===== config.mk =====
export PLATFORM = sky130hd
export DESIGN_NAME = muldiv_ctrl_flat
export DESIGN_NICKNAME = d
export VERILOG_FILES = /design/src/rtl/muldiv_ctrl_if.sv /design/src/rtl/muldiv_ctrl.sv /design/src/flat_wrapper.sv
export SDC_FILE = /design/constraint.sdc
export NUM_CORES = 1
export LEC_CHECK = 0
export ABC_AREA = 1
export BUFFER_PORTS_ARGS = -buffer_cell sky130_fd_sc_hd__buf_4
export CAP_MARGIN = 20
export CORE_UTILIZATION = 51
export DETAILED_ROUTE_END_ITERATION = 10
export PLACE_DENSITY = 0.74
export SLEW_MARGIN = 20
export SYNTH_ARGS = -nofsm -noshare
export SYNTH_HDL_FRONTEND = slang
export SYNTH_SLANG_ARGS = --single-unit

===== constraint.sdc =====
create_clock -name clk -period 4.5 [get_ports clk]
set_input_delay 0.9 -clock clk [delete_from_list [all_inputs] [get_ports clk]]
set_output_delay 0.9 -clock clk [all_outputs]
set_load 0.05 [all_outputs]

===== src/rtl/muldiv_ctrl_if.sv =====
// Handshake bundle between the control unit, muldiv_ctrl and the iterative
// Mult/Div units; the slave modport is the sequencer's view.
interface muldiv_ctrl_if #(
  parameter int unsigned WIDTH = 32
);
  logic             Start;
  logic [1:0]       Op;
  logic [WIDTH-1:0] A;
  logic [WIDTH-1:0] B;
  logic             HiWrite;
  logic             LoWrite;
  logic [WIDTH-1:0] WData;
  logic [WIDTH-1:0] UnitA;
  logic [WIDTH-1:0] UnitB;
  logic             MultStart;
  logic             DivStart;
  logic             UnitStop;
  logic [WIDTH-1:0] UnitHigh;
  logic [WIDTH-1:0] UnitLow;
  logic             Busy;
  logic             Done;
  logic             DivZero;
  logic             Timeout;
  logic [WIDTH-1:0] HI;
  logic [WIDTH-1:0] LO;

  modport master (
    output Start, Op, A, B, HiWrite, LoWrite, WData, UnitStop, UnitHigh, UnitLow,
    input  UnitA, UnitB, MultStart, DivStart, Busy, Done, DivZero, Timeout, HI, LO
  );

  modport slave (
    input  Start, Op, A, B, HiWrite, LoWrite, WData, UnitStop, UnitHigh, UnitLow,
    output UnitA, UnitB, MultStart, DivStart, Busy, Done, DivZero, Timeout, HI, LO
  );
endinterface


===== src/rtl/muldiv_ctrl.sv =====
// Sequencer for the iterative Mult/Div units: strips operand signs, launches a
// unit, restores result signs and owns the architectural HI/LO registers.
module muldiv_ctrl #(
  parameter int unsigned WIDTH          = 32,
  parameter int unsigned TIMEOUT_CYCLES = 64
) (
  input logic          clk,
  input logic          Reset,
  muldiv_ctrl_if.slave bus
);
  localparam int unsigned CW = (TIMEOUT_CYCLES > 1) ? $clog2(TIMEOUT_CYCLES) : 1;
  localparam int unsigned W2 = 2 * WIDTH;
  localparam logic [CW-1:0] CNT_LAST = CW'(TIMEOUT_CYCLES - 1);

  typedef enum logic [2:0] {
    S_IDLE,
    S_EXC,
    S_LAUNCH,
    S_WAIT,
    S_FIXUP,
    S_WRITE
  } state_t;

  state_t state, state_n;

  logic             op_div;
  logic             neg_p;
  logic             neg_r;
  logic [WIDTH-1:0] unit_a;
  logic [WIDTH-1:0] unit_b;
  logic [WIDTH-1:0] res_hi;
  logic [WIDTH-1:0] res_lo;
  logic [WIDTH-1:0] hi_q;
  logic [WIDTH-1:0] lo_q;
  logic [CW-1:0]    cnt;
  logic [W2-1:0]    prod_neg;
  logic             is_signed;
  logic             div_zero_req;

  function automatic logic [WIDTH-1:0] magnitude(input logic [WIDTH-1:0] v,
                                                 input logic             sgn);
    return (sgn && v[WIDTH-1]) ? (~v + WIDTH'(1)) : v;
  endfunction

  always_comb begin
    is_signed    = ~bus.Op[0];
    div_zero_req = bus.Op[1] && (bus.B == '0);
    prod_neg     = ~{res_hi, res_lo} + W2'(1);
  end

  always_comb begin
    state_n = state;
    case (state)
      S_IDLE:   if (bus.Start) state_n = div_zero_req ? S_EXC : S_LAUNCH;
      S_EXC:    state_n = S_IDLE;
      S_LAUNCH: state_n = S_WAIT;
      S_WAIT: begin
        // completion in the final allowed cycle still wins over the abort
        if (bus.UnitStop)         state_n = S_FIXUP;
        else if (cnt == CNT_LAST) state_n = S_IDLE;
      end
      S_FIXUP:  state_n = S_WRITE;
      S_WRITE:  state_n = S_IDLE;
      default:  state_n = S_IDLE;
    endcase
  end

  always_comb begin
    bus.Busy      = (state != S_IDLE);
    bus.DivZero   = (state == S_EXC);
    bus.MultStart = (state == S_LAUNCH) && !op_div;
    bus.DivStart  = (state == S_LAUNCH) && op_div;
    bus.Done      = (state == S_WRITE);
    bus.Timeout   = (state == S_WAIT) && !bus.UnitStop && (cnt == CNT_LAST);
    bus.UnitA     = unit_a;
    bus.UnitB     = unit_b;
    bus.HI        = hi_q;
    bus.LO        = lo_q;
  end

  always_ff @(posedge clk or negedge Reset) begin
    if (!Reset) state <= S_IDLE;
    else        state <= state_n;
  end

  always_ff @(posedge clk or negedge Reset) begin
    if (!Reset) begin
      op_div <= 1'b0;
      neg_p  <= 1'b0;
      neg_r  <= 1'b0;
      unit_a <= '0;
      unit_b <= '0;
      res_hi <= '0;
      res_lo <= '0;
      hi_q   <= '0;
      lo_q   <= '0;
      cnt    <= '0;
    end else begin
      case (state)
        S_IDLE: begin
          if (bus.Start) begin
            if (!div_zero_req) begin
              op_div <= bus.Op[1];
              neg_p  <= is_signed & (bus.A[WIDTH-1] ^ bus.B[WIDTH-1]);
              neg_r  <= is_signed & bus.A[WIDTH-1];
              unit_a <= magnitude(bus.A, is_signed);
              unit_b <= magnitude(bus.B, is_signed);
            end
          end else begin
            if (bus.HiWrite) hi_q <= bus.WData;
            if (bus.LoWrite) lo_q <= bus.WData;
          end
        end
        S_LAUNCH: cnt <= '0;
        S_WAIT: begin
          if (bus.UnitStop) begin
            res_hi <= bus.UnitHigh;
            res_lo <= bus.UnitLow;
          end else begin
            cnt <= cnt + CW'(1);
          end
        end
        S_FIXUP: begin
          if (!op_div) begin
            if (neg_p) {res_hi, res_lo} <= prod_neg;
          end else begin
            if (neg_p) res_lo <= ~res_lo + WIDTH'(1);
            if (neg_r) res_hi <= ~res_hi + WIDTH'(1);
          end
        end
        S_WRITE: begin
          hi_q <= res_hi;
          lo_q <= res_lo;
        end
        default: ;
      endcase
    end
  end
endmodule


===== src/flat_wrapper.sv =====
// flat-port wrapper written by rule: the top's interface ports become plain ports
module muldiv_ctrl_flat 
#(
  parameter int unsigned WIDTH          = 32,
  parameter int unsigned TIMEOUT_CYCLES = 64
)
  (clk, Reset, bus_Start, bus_Op, bus_A, bus_B, bus_HiWrite, bus_LoWrite, bus_WData, bus_UnitStop, bus_UnitHigh, bus_UnitLow, bus_UnitA, bus_UnitB, bus_MultStart, bus_DivStart, bus_Busy, bus_Done, bus_DivZero, bus_Timeout, bus_HI, bus_LO);
  muldiv_ctrl_if #(.WIDTH(WIDTH)) bus_i ();
  input logic clk;
  input logic Reset;
  input wire logic [$bits(bus_i.Start)-1:0] bus_Start;
  input wire logic [$bits(bus_i.Op)-1:0] bus_Op;
  input wire logic [$bits(bus_i.A)-1:0] bus_A;
  input wire logic [$bits(bus_i.B)-1:0] bus_B;
  input wire logic [$bits(bus_i.HiWrite)-1:0] bus_HiWrite;
  input wire logic [$bits(bus_i.LoWrite)-1:0] bus_LoWrite;
  input wire logic [$bits(bus_i.WData)-1:0] bus_WData;
  input wire logic [$bits(bus_i.UnitStop)-1:0] bus_UnitStop;
  input wire logic [$bits(bus_i.UnitHigh)-1:0] bus_UnitHigh;
  input wire logic [$bits(bus_i.UnitLow)-1:0] bus_UnitLow;
  output wire logic [$bits(bus_i.UnitA)-1:0] bus_UnitA;
  output wire logic [$bits(bus_i.UnitB)-1:0] bus_UnitB;
  output wire logic [$bits(bus_i.MultStart)-1:0] bus_MultStart;
  output wire logic [$bits(bus_i.DivStart)-1:0] bus_DivStart;
  output wire logic [$bits(bus_i.Busy)-1:0] bus_Busy;
  output wire logic [$bits(bus_i.Done)-1:0] bus_Done;
  output wire logic [$bits(bus_i.DivZero)-1:0] bus_DivZero;
  output wire logic [$bits(bus_i.Timeout)-1:0] bus_Timeout;
  output wire logic [$bits(bus_i.HI)-1:0] bus_HI;
  output wire logic [$bits(bus_i.LO)-1:0] bus_LO;
  assign bus_i.Start = bus_Start;
  assign bus_i.Op = bus_Op;
  assign bus_i.A = bus_A;
  assign bus_i.B = bus_B;
  assign bus_i.HiWrite = bus_HiWrite;
  assign bus_i.LoWrite = bus_LoWrite;
  assign bus_i.WData = bus_WData;
  assign bus_i.UnitStop = bus_UnitStop;
  assign bus_i.UnitHigh = bus_UnitHigh;
  assign bus_i.UnitLow = bus_UnitLow;
  assign bus_UnitA = bus_i.UnitA;
  assign bus_UnitB = bus_i.UnitB;
  assign bus_MultStart = bus_i.MultStart;
  assign bus_DivStart = bus_i.DivStart;
  assign bus_Busy = bus_i.Busy;
  assign bus_Done = bus_i.Done;
  assign bus_DivZero = bus_i.DivZero;
  assign bus_Timeout = bus_i.Timeout;
  assign bus_HI = bus_i.HI;
  assign bus_LO = bus_i.LO;
  muldiv_ctrl #(.WIDTH(WIDTH), .TIMEOUT_CYCLES(TIMEOUT_CYCLES)) u_core (.clk(clk), .Reset(Reset), .bus(bus_i));
endmodule

==> flow_summary.toml, run 1 <==
[grt]
antenna_found_initial = 0
grt_use_total = 0.333
overflow = 0
grt_first_pass_wirelength_microns = 68300
grt_pass1_vias = 12800
grt_max_degree = 100

[timing]
maxSlewHeadroom = 0.438
rsz0062_at_grt = "no"
drv_slew = 0
finalSetupTns_ns = 0
fmax_mhz = 330
worst_pin_slew_ns = 0.844
hold_viol_final = 0
setup_viol_count_final = 0
min_period_ns = 3.03
clock-skew-final_ns = 0.0113
period_share = 0.674

[floorplanning]
io_pins = 302
start_util = 0.523
num_rows = 57
die_y_microns = 160
die_width_microns = 160
dieArea_sq_mm = 0.0257
design.core.area_sq_mm = 0.0245

[yosys]
postSynthCellCount = 1863
synth.area.top_cells = "dfrtp_1, nand2_1, nor2_1"
synth_top_cell_area_share = 0.399
synth_seq_cells = 204
async_reset_ff_frac = 1.00
yosysUniqueCellTypes = 44
synth-edff-count = 0
syn_area_per_cell_sq_um = 6.87
synth_area_sq_mm = 0.0128
synth-main-ff-cell = "dfrtp_1"
synth_seq_area_share = 0.399
syn_nets = 2036
ys_warn_count = 0
yosysTopAreaCell = "dfrtp_1"

[finish]
final_nets = 2308
num-fill-cells = 2247
final_area_sq_mm = 0.0160
seqCellArea_sq_mm = 0.00510
drive_gt1_frac = 0.190
diodes = 0
multi_input_area_sq_mm = 0.00677
area_growth_pct = 25.3
final_util = 0.656

[routing]
antenna_left = 0
drt_wl_total_microns = 43200
via_count = 13500
drt_iter0_drc = 1121
firstDrtPassIters = 7
routed_wire_length_per_instance_microns = 17.5
drc = 0
vias_per_cell = 5.44

[critical_path]
crit_fanout = 17
reg2reg_to = "u_core.res_lo[26]"
worst-r2r-setup-slack_ns = 1.53
r2r-start = "u_core.state[0]"
start_kind = "flip-flop"
required_ns = 3.60
critical_path_class = "flip-flop to primary output"
critPathCaptureType = "primary output"
cp.arrival_ns = 2.13
rr_worst_depth = 10

[power_and_ir_drop]
p_leak_nw = 7.82
irDropWorstVdd_v = 0.000686
pwr_density_cell_mw_per_mm2 = 740

[clocking]
post_cts_resized = 0
clk_pin_slew_worst_paths_ns = 0.06
clk_latency_ns = 0.53
cts_tree = "done"
cts_setup_buffers = 0
postCtsHoldBufs = 0
clk_path_buf_depth = 3
h-tree-depth = 1
clock_sinks = 204
cts_buffers = 23
ctsRootBufferMaster = "clkbuf_16"

[outcome]
outcome = "complete, no violations"

[place]
gp_congestion = 0.964
place_area_sq_mm = 0.0152
port_buffers = 301
dp_hpwl_microns = 32800

[worst_hold_path]
hp-class = "primary input to async pin"

[flow_run]
cap_violations = 0
metal layers:
metal	vias up	track usage	part of all wire
li1	6563	-	-
met1	6291	0.439	0.42
met2	541	0.556	0.48
met3	82	0.0586	0.073
met4	0	0.107	0.031
met5	-	0	0
synthesized netlist by cell type, types with 5 or more instances:
cell,instances
a21oi_1,24
a22oi_1,6
a31oi_1,39
buf_2,22
buf_4,15
clkbuf_1,24
dfrtp_1,204
ha_1,5
inv_1,140
inv_2,10
mux2_2,29
nand2_1,573
nand3_1,134
nand4_1,19
nor2_1,326
nor3_1,15
o211ai_1,8
o21ai_0,129
o21ai_1,24
o22ai_1,10
xnor2_1,10
xor2_1,52
power breakdown:
part           leakage [nW]  switching, W  internal [W]
combinational          4.99       0.00452       0.00192
clock                 0.370      0.000802       0.00114
sequential             2.45      0.000783       0.00271
total                  7.82       0.00610       0.00577
logic make-up (layout without fill, tap and decap cells):
kind of cell,Yosys count,after routing,synth area share
AO/OA/AOI/OAI,249,249,0.107
XOR/XNOR,62,62,0.0424
adder cells (fa/ha/maj),5,5,0.00489
buffers and inverters,222,511,0.0741
flip-flops,204,204,0.399
multiplexers,32,32,0.0281
AND/OR/NAND/NOR,1089,1089,0.345
registers in the layout, indices dropped and copies added (netlist names):
signal	count
u_core.bus.UnitB	32
u_core.state	3
u_core.neg_r	1
u_core.bus.HI	32
u_core.bus.UnitA	32
u_core.op_div	1
u_core.res_lo	32
u_core.cnt	6
u_core.bus.LO	32
u_core.neg_p	1
u_core.res_hi	32
worst max path at each step:
stage,start,endpoint,slack [ns],depth (start not counted)
2_1_floorplan,bus_UnitStop,bus_Timeout,1.66,3
6_report,u_core.op_div,bus_DivStart,1.47,3
3_5_place_dp,bus_B[0],u_core.bus.UnitA[11],1.41,11
5_1_grt,u_core.state[1],u_core.res_lo[25],1.24,10
4_1_cts,u_core.op_div,bus_DivStart,1.48,3
3_3_place_gp,bus_B[0],u_core.bus.UnitA[11],1.57,11
cells in the final DEF, fill, tap and decap left out, types with 5 or more instances in the layout:
cell       Yosys  final
a21oi_1       24     24
a22oi_1        6      6
a31oi_1       39     39
buf_4         15    312
clkbuf_1      24      5
clkbuf_16      0     23
clkbuf_8       0      6
dfrtp_1      204    204
ha_1           5      5
inv_1        140    140
inv_2         10      9
mux2_2        29     29
nand2_1      573    572
nand3_1      134    134
nand4_1       19     19
nor2_1       326    326
nor3_1        15     15
o211ai_1       8      8
o21ai_0      129    129
o21ai_1       24     24
o22ai_1       10     10
xnor2_1       10     10
xor2_1        52     52
worst max-delay path, cell delays in order, from the launching register on:
cell and delay (ns):
dfrtp_1 0.77, clkinv_1 0.41, nor2_1 0.18, buf_4 0.23
layout make-up:
class,count,share of cell area
multi-input combinational,1437,0.422
sequential,204,0.318
timing repair buffer,316,0.151
clock buffer,33,0.0413
inverter,153,0.0359
tap,324,0.0253
clock inverter,9,0.00663
stage by stage:
| stage | power (W) | worst slack (ns) | hold slack (ns) | cells |
|---|---|---|---|---|
| after floorplan | 0.00781 | 1.66 | 0.434 | 1863 |
| after global routing | 0.0125 | 1.24 | 0.503 | 2476 |
| after CTS | 0.0118 | 1.48 | 0.473 | 2474 |
| final | 0.0119 | 1.47 | 0.425 | 2476 |
| after detailed placement | 0.00985 | 1.41 | 0.472 | 2432 |
| after global placement | 0.00972 | 1.57 | 0.447 | 2432 |
No activity file was read; power rests on OpenSTA's default activity.
==> run 2, diff against run 1 <==
CORE_UTILIZATION = 50   (was 51)
PLACE_DENSITY = 0.76   (was 0.74)
clock period = 2.55 ns   (was 4.5 ns; I/O delays follow)
==> run 2 against run 1 <==
  * The flow now finishes with violations (hold timing)
  * Non-clock buffer count is 14 higher
  * Sequential power is 75% higher
  * Via count is 1.2% higher
  * Critical endpoint is now bus_Done
==> flow_summary.toml, run 2 (same netlist as run 1, synthesis figures left out) <==
[timing]
hold_viol_final = 2
clock-skew-final_ns = 0.0114
whs_ns = -0.00717
rsz0062_at_grt = "no"
maxSlewHeadroom = 0.609
min_period_ns = 2.37
fmax_mhz = 423
setup_viol_count_final = 0
drv_slew = 0
period_share = 0.928
worst_pin_slew_ns = 0.586
finalSetupTns_ns = 0

[place]
dp_hpwl_microns = 33300
gp_congestion = 0.936
place_inst = 2454
port_buffers = 301
place_area_sq_mm = 0.0155

[finish]
final_common_cell = "nand2_1"
num-fill-cells = 2299
drive_gt1_frac = 0.195
seqCellArea_sq_mm = 0.00510
final_nets = 2322
area_growth_pct = 26.9
multi_input_area_sq_mm = 0.00676
diodes = 0
final_util = 0.645
final_area_sq_mm = 0.0162
final_cell_mix = "nand2_1, nor2_1, buf_4, dfrtp_1, inv_1"
final_cells = 2494

[grt]
use_met1 = 0.428
overflow = 0
grt_use_total = 0.328
grt_first_pass_wirelength_microns = 67900
grt_pass1_vias = 12800
antenna_found_initial = 0
grt_use_met2 = 0.550
busiest_layer = "met2"
grt_use_met3 = 0.0621
grt_max_degree = 116

[critical_path]
critPathCaptureType = "primary output"
r2r-start = "u_core.res_hi[6]"
reg2reg_to = "u_core.res_hi[20]"
start_kind = "flip-flop"
crit_fanout = 33
rr_worst_depth = 10
required_ns = 2.04
cp.arrival_ns = 1.86
critical_path_class = "flip-flop to primary output"
worst-r2r-setup-slack_ns = 0.38

[clocking]
ctsRootBufferMaster = "clkbuf_16"
post_cts_resized = 0
h-tree-depth = 1
clk_path_buf_depth = 3
clk_pin_slew_worst_paths_ns = 0.06
postCtsHoldBufs = 0
cts_setup_buffers = 0
cts_buffers = 23
clock_sinks = 204
cts_tree = "done"
clk_latency_ns = 0.52

[routing]
vias_per_cell = 5.47
drc = 0
via_count = 13600
drt_wl_total_microns = 43200
drt_iter0_drc = 1241
firstDrtPassIters = 6
routed_wire_length_per_instance_microns = 17.3
antenna_left = 0

[outcome]
outcome = "complete, but fails checks"
violations = "hold timing"

[floorplanning]
io_pins = 302
die_width_microns = 162
start_util = 0.508
die_y_microns = 162
dieArea_sq_mm = 0.0263
design.core.area_sq_mm = 0.0252
num_rows = 58

[power_and_ir_drop]
p_leak_nw = 7.94
irDropWorstVdd_v = 0.000999
pwr_density_cell_mw_per_mm2 = 1310

[worst_hold_path]
hp-class = "primary input to async pin"

[flow_run]
cap_violations = 0
-- run 2: cell count changes in the layout (fill, tap and decap cells not counted), moves of 3 or more --
cell        before  now
buf_12           2    9
clkbuf_8         6    3
buf_4          312  320
bufinv_16        2    5
clkinvlp_4       3    0
clkinv_2         4    7
-- run 2: worst max-delay path: stages, from the launching register on --
cell     delay, ns
dfrtp_1       0.45
inv_2         0.09
nor3_4        0.13
buf_4         0.37
buf_4         0.28
-- run 2: worst max path at each step --
stage / start / endpoint / cells past startpoint
2_1_floorplan: u_core.state[2] / bus_Timeout / 5
3_3_place_gp: bus_B[0] / u_core.bus.UnitA[18] / 11
3_5_place_dp: bus_B[0] / u_core.bus.UnitB[11] / 11
4_1_cts: u_core.state[1] / bus_Done / 3
5_1_grt: u_core.cnt[0] / bus_Timeout / 6
6_report: u_core.state[2] / bus_Done / 4
-- run 2: power by group --
| group | leakage [nW] | switching, W | internal [W] | total, W |
|---|---|---|---|---|
| clock network | 0.397 | 0.00138 | 0.00221 | 0.00359 |
| registers | 2.45 | 0.00134 | 0.00478 | 0.00612 |
| logic | 5.09 | 0.00804 | 0.00352 | 0.0116 |
| total | 7.94 | 0.0108 | 0.0105 | 0.0213 |
-- run 2: area by class of cell --
class / count / share of cell area
repair buffers: 330 / 0.160
clock inverters: 11 / 0.0111
flip-flops and latches: 204 / 0.314
clock buffers: 29 / 0.0380
inverters: 153 / 0.0354
multi-input cells: 1437 / 0.416
well taps: 330 / 0.0254
-- run 2: stage by stage --
step | total power [W] | setup slack (ns) | hold slack [ns]
after CTS | 0.0212 | 0.182 | 0.0159
after global routing | 0.0225 | 0.0408 | 0.0286
after global placement | 0.0174 | 0.369 | 0.452
after floorplan | 0.0138 | 0.422 | 0.214
after detailed placement | 0.0176 | 0.294 | 0.468
final | 0.0213 | 0.184 | -0.00717
-- run 2: metal layers --
layer | vias to the layer above | wire length (microns)
met1 | 6355 | 17800
met2 | 624 | 20400
met4 | 0 | 1290
li1 | 6581 | -
met3 | 81 | 3630
met5 | - | 0
